$ cat src/rtl/mealy_state_seq.sv
// Registered state/input-hold sequencer feeding the 4-state Mealy output decoder.
// Optional dwell timeout (forced return to A) is built when MEALY_DWELL_TIMEOUT_EN is defined.
module mealy_state_seq #(
    parameter int CNT_W     = 8,
    parameter int DWELL_MAX = 15
) (
    input  logic             clk,
    input  logic             reset,
    input  logic             in_valid,
    input  logic             in_bit,
    output logic [1:0]       state,
    output logic             in_hold,
    output logic [CNT_W-1:0] trans_count,
    output logic             timeout
);

    typedef enum logic [1:0] {
        ST_A = 2'b00,
        ST_B = 2'b01,
        ST_C = 2'b10,
        ST_D = 2'b11
    } state_t;

    // Reject out-of-range configuration at elaboration time.
    if (CNT_W < 1 || DWELL_MAX < 1 || DWELL_MAX > 255) begin : g_bad_param
        $error("mealy_state_seq: CNT_W must be >= 1 and DWELL_MAX in 1..255");
    end

    state_t           state_q, state_d, step_nxt;
    logic             in_hold_q, in_hold_d;
    logic [CNT_W-1:0] trans_count_q, trans_count_d;

`ifdef MEALY_DWELL_TIMEOUT_EN
    localparam logic [7:0] DWELL_LIM = 8'(DWELL_MAX);
    logic [7:0] dwell_q, dwell_d;
    logic       timeout_q, timeout_d;
`endif

    always_comb begin
        step_nxt = ST_A;
        case (state_q)
            ST_A: step_nxt = in_bit ? ST_C : ST_B;
            ST_B: step_nxt = in_bit ? ST_A : ST_D;
            ST_C: step_nxt = in_bit ? ST_D : ST_C;
            ST_D: step_nxt = in_bit ? ST_B : ST_A;
            default: step_nxt = ST_A;
        endcase
    end

    // An accepted step always wins over a dwell expiry in the same cycle.
    always_comb begin
        state_d       = state_q;
        in_hold_d     = in_hold_q;
        trans_count_d = trans_count_q;
`ifdef MEALY_DWELL_TIMEOUT_EN
        dwell_d       = 8'd0;
        timeout_d     = 1'b0;
`endif
        if (in_valid) begin
            state_d   = step_nxt;
            in_hold_d = in_bit;
            if (step_nxt != state_q) begin
                trans_count_d = trans_count_q + CNT_W'(1);
            end
        end
`ifdef MEALY_DWELL_TIMEOUT_EN
        else if (state_q != ST_A) begin
            if (dwell_q == DWELL_LIM) begin
                state_d   = ST_A;
                in_hold_d = 1'b0;
                timeout_d = 1'b1;
            end else begin
                dwell_d = dwell_q + 8'd1;
            end
        end
`endif
    end

    always_ff @(posedge clk or posedge reset) begin
        if (reset) begin
            state_q       <= ST_A;
            in_hold_q     <= 1'b0;
            trans_count_q <= '0;
        end else begin
            state_q       <= state_d;
            in_hold_q     <= in_hold_d;
            trans_count_q <= trans_count_d;
        end
    end

`ifdef MEALY_DWELL_TIMEOUT_EN
    always_ff @(posedge clk or posedge reset) begin
        if (reset) begin
            dwell_q   <= 8'd0;
            timeout_q <= 1'b0;
        end else begin
            dwell_q   <= dwell_d;
            timeout_q <= timeout_d;
        end
    end

    assign timeout = timeout_q;
`else
    assign timeout = 1'b0;
`endif

    assign state       = state_q;
    assign in_hold     = in_hold_q;
    assign trans_count = trans_count_q;

endmodule

$ cat config.mk
export PLATFORM = sky130hd
export DESIGN_NAME = mealy_state_seq
export DESIGN_NICKNAME = d
export VERILOG_FILES = /design/src/rtl/mealy_state_seq.sv
export SDC_FILE = /design/constraint.sdc
export NUM_CORES = 1
export LEC_CHECK = 0
export BUFFER_PORTS_ARGS = -buffer_cell sky130_fd_sc_hd__buf_4
export CORE_AREA = 2 2 39 41
export CTS_CLUSTER_DIAMETER = 200
export CTS_CLUSTER_SIZE = 24
export DETAILED_ROUTE_END_ITERATION = 16
export DIE_AREA = 0 0 41 43
export PLACE_DENSITY = 0.74
export SLEW_MARGIN = 20
export SYNTH_ARGS = -nofsm -noshare
export SYNTH_HDL_FRONTEND = slang
export SYNTH_SLANG_ARGS = --single-unit
$ cat constraint.sdc
create_clock -name clk -period 1.2 [get_ports clk]
set_clock_uncertainty 0.05 [all_clocks]
set_input_delay 0.18 -clock clk [delete_from_list [all_inputs] [get_ports clk]]
set_output_delay 0.18 -clock clk [all_outputs]
set_load 0.02 [all_outputs]
# --- Word level (Yosys, flattened, before mapping) ---
# Cells that the tools add are included.
totals:
  register_bits: 11
  inputBits: 4
  output_inout_bits: 12
  word_cells: 15
classes:
  addsub: 1
  n_eq_ne: 4
  n_mux: 5
  reduce_logical: 2
op_table:
  columns: ["op", "count"]
  rows:
  - ["adder 8 x 1 -> 8 bit, second input constant", 1]
  - ["one-hot mux 2 bit (4 select lines)", 1]
  - ["equality test 2 bit, second input constant", 2]
  - ["two-way mux 2 bit", 2]
  - ["equality test 2 x 1 -> 1 bit, second input constant", 1]
  - ["zero test 2 bit", 1]
  - ["two-way mux 1 bit", 2]
  - ["!= test 2 bit", 1]
  - ["AND reduction 2 bit", 1]

# --- Longest topological paths before layout ---
logic_depth:
  ltp_word: 4
  mapped_depth: 4
  ltp_nobuf: 4

# --- Worst setup path before layout ---
# No wires, ideal clock.
synth_timing:
  path_type: "reg2reg"
  startpoint: "reg state_q[1], in the netlist state[1]"
  endpoint: "reg trans_count_q[1], in the netlist trans_count[1]"
  setup_ps: 128
  arrival_time_ps: 1311
  required_ps: 1022
  setup_slack_ps: -289
  path_stages_with_launch: 4
  path_buffers: 0
  synth_period_minus_slack_ps: 1489
  path_cell_list: "dfrtp_1 -> or3b_4 -> nand2_2 -> mux2_1"
synth_via:
  elab_chain_cells: 4
  word_cells_on_any_way: 7
  classes_between: "4 x eq/ne; 1 x mux; 2 x reduce/logical"
synth_rtl:
  columns: ["element", "line_no", "source"]
  rows:
  - ["start: declaration", "29", "state_t state_q, state_d, step_nxt;"]
  - ["start signal: assignment", "85", "state_q <= state_d;"]
  - ["equality test 2 bit (tied with other cells)", "41", "case (state_q)"]
  - ["one-hot mux 2 bit (4 select lines)", "41", null]
  - ["!= test 2 bit (*)", "62", "if (step_nxt != state_q) begin"]
  - ["AND reduction 2 bit (no source line) (*)", null, null]
  - ["end signal: assignment", "87", "trans_count_q <= trans_count_d;"]
  - ["end: declaration", "31", "logic [CNT_W-1:0] trans_count_q, trans_count_d;"]
# Mark *: on every way between the ends. The rest lies on a longest branch, timed or not.
# A chain may end at the register's enable or synchronous reset.

# --- Final worst setup path ---
layout_timing:
  startpoint: "reg state_q[0], in the netlist state[0]"
  endpoint: "reg trans_count_q[1], in the netlist trans_count[1]"
# The elaborated chain is that of the path after synthesis.

==> metrics.sh <==
CAP_VIOL_MAX_COUNT=0
TIMING.CRITICAL_PATH.SLOWEST_STAGE_CELL='dfrtp_2'
AVGROUTEDWIREPERCELL_UM=11.3
ROOT_BUFFER='clkbuf_4'
CTS_CLOCK_PIN_SLEW_FOR_THE_WORST_SETUP_AND_HOLD_PATHS_NS=0.07
RUN_STATUS='finished, violations left'
MAX-CLOCK-PATH-BUFFERS=2
START_UTIL_PCT=37.8
CLK-INSERTION-DELAY-LATE_NS=0.26
DP_HPWL_UM=766
IR_DROP_V=0.00139
DETAILEDROUTE.FIRSTPASSITERATIONCOUNT=2
ANTENNA_FOUND_INITIAL=0
ROUTED_WL_UM=1010
FIRST_GLOBAL_VIAS=421
LEAKAGE_uW=0.000402
PIN_COUNT=16
FINAL-HOLD-VIOLATION-COUNT=0
DIE_WIDTH_UM=41
FIRST_ITER_VIOLATIONS=4
DRV_SLEW=0
DRTANTENNAVIOLNETS=0
MAXIMUM_NUMBER_OF_PINS_ON_ONE_NET_BEFORE_GLOBAL_ROUTE_REPAIR=12
YOSYSSEQAREASHARE_PCT=52.6
CRITICAL_PATH.CELL_CHAIN='or3b_4 -> nand2_4 -> mux2_4'
HIGHEST_LAYER='met4'
GLOBALROUTETOTALUTIL_PCT=15.0
HOLD_CLASS='in2reg'
MET3ROUTEDLENGTH_UM=57
ANTENNA-DIODE-COUNT=0
DRIVE_ABOVE_1_SHARE_PCT=57.5
GRT_PASS1_WL_UM=1740
STD_CELL_ROWS=14
CLOCK_SINKS=11
CP_DATA_ARRIVAL_TIME_NS=1.42
CRIT_PATH_START_KIND='register'
CTS_INSERTED_BUFFERS=3
FINAL_CORE_UTIL_PCT=60.5
GRT_REMAINING_OVERFLOW=0
POSTLAYOUTSETUPSLACKWORST_NS=-0.121
DESIGN.DIE.AREA_UM2=1760
SYN_TO_FINAL_GROWTH_PCT=60.0
MAX_FREQ_MHz=757
VIAS=417
SETUP.WORST_PATH.CLASS='reg2reg'
FINALWEIGHTEDCONGESTION=0.663
YOSYS_WARNINGS=0
GRT_SETUP_UNREPAIRED='yes'
TRITONCTS='built'
WORSTPATHMAXFANOUT=2
POST_SYNTH_INST_COUNT=44
DIE_HEIGHT_UM=43
HP-START='in_valid'
FAILED_CHECKS='setup timing'
YS_FF_LATCH=11
CP-END-KIND='register'
POWER.DENSITY_CELL_AREA_nW_PER_UM2=2520
FINALSETUPVIOLATIONS=7
CRIT_REQUIRED_NS=1.30
DRC_VIOLATION_COUNT_AFTER_ROUTING=0
WORST_R2R_STARTPOINT='state[0]'
TIMING.FINAL.CRIT_SHARE_PCT=110
SYNTHDISTINCTLIBCELLS=21
SYNTH_AREA_PER_CELL_UM2=11.9
CRIT_PATH_MAX_INCR_DELAY_NS=0.41
TIMING.FINAL.CRIT_PERIOD_NS=1.32
CP-STARTPOINT='state[0]'
PLACE_WORST_SETUP_SLACK_NS=-0.148
COUNT_OF_INPUT_AND_OUTPUT_BUFFERS=14
FINAL_NETS=79
FLOORPLAN.CORE_AREA_UM2=1380
SYN_NETS=49
HTREE_NUM_LEVELS=1
TIMING.SETUP.TNS_NS=-0.303
CELL_AREA_AFTER_SYNTHESIS_UM2=523
MET1WIRELENGTH_UM=457
FIN_WORST_HOLD_SLACK_NS=0.185
AVERAGE_VIAS_PER_PLACED_INSTANCE=4.69
WL_MET2_UM=484
## what timing repair did
item | in CTS | in global routing
endpoints found under the hold margin | 11 | 0
setup buffers | 1 | 2
setup endpoints to repair | 10 | 13
gates resized for setup | 8 | 8
hold buffers | 1 | 0
pin swaps | 2 | 0
## cell families after synthesis
family,synth area share (%)
compound gates,4.31
other cells,0.717
xor+xnor,13.4
buf+inv,2.87
fa+ha+maj,2.39
mux,6.46
simple gates,17.2
flops,52.6
## power by group
group	internal, uW	total [uW]	switching (uW)
Clock	128	245	117
Sequential	524	648	124
Combinational	685	1220	535
## flip-flops by register name, indices dropped and copies added, names as in the netlist
register and count:
state 2, trans_count 8, in_hold 1
## cell usage after synthesis (all sizes together)
library cell	count	area share, %
nor2	1	0.72
o21a	2	2.9
nand4	1	1.2
ha	1	2.4
conb	1	0.72
nor4b	1	2.9
buf	1	1.4
nand3	2	1.9
or3b	1	2.2
mux2	3	6.5
inv	2	1.4
and3	2	2.4
o211ai	1	1.4
xor2	3	5.0
dfrtp	11	53
nand2	3	2.6
nor3	2	1.9
nor3b	1	1.4
xnor2	5	8.4
## stage by stage
| step | cells | instance area (um^2) | power, uW |
|---|---|---|---|
| finish | 89 | 837 | 2110 |
| global route | 89 | 837 | 2280 |
| CTS | 88 | 797 | 2000 |
| detailed placement | 82 | 711 | 1630 |
| global placement | 82 | 711 | 1590 |
| floorplan | 44 | 526 | 1140 |
## layout make-up
type,count,area [um^2]
clock buffer,4,26.3
fill,121,547
inverter,2,7.51
multi-input combinational,30,282
sequential,11,278
tap,16,20.0
timing repair buffer,26,224
## critical path, delay by kind of cell (launching register included)
kind	cells	cell delay (ns)
and+or+nand+nor	2	0.46
DFF	1	0.41
muxes	1	0.29
## per-layer routing
layer  global-route usage (%)  vias to the layer above
met5                        0                        -
met2                     20.9                       12
met1                     19.8                      195
li1                         -                      208
met4                     10.0                        0
met3                     3.14                        2
## worst paths after layout
path	cells after the start	end	slack, ns
worst max-delay path	3	trans_count[1]	-0.12
worst min-delay path	2	state[0]	0.18
worst max register to register	3	trans_count[1]	-0.12
worst min register to register	1	trans_count[7]	0.43
max in group asynchronous	3	state[1]	0.38
min in group asynchronous	3	trans_count[4]	0.40
## cells in the final DEF, fill, tap and decap left out, drive strengths merged
cell type / synthesis / routed
or3b: 1 / 1
nand3: 2 / 2
and3: 2 / 2
xnor2: 5 / 5
o211ai: 1 / 1
mux2: 3 / 3
dfrtp: 11 / 11
nor4b: 1 / 1
nor2: 1 / 1
clkbuf: 0 / 4
nand2: 3 / 3
ha: 1 / 1
conb: 1 / 1
nor3: 2 / 2
xor2: 3 / 3
buf: 1 / 25
nor3b: 1 / 1
o21a: 2 / 2
inv: 2 / 2
nand4: 1 / 1
dlygate4sd3: 0 / 1
Power figures use the tool's default switching activity.
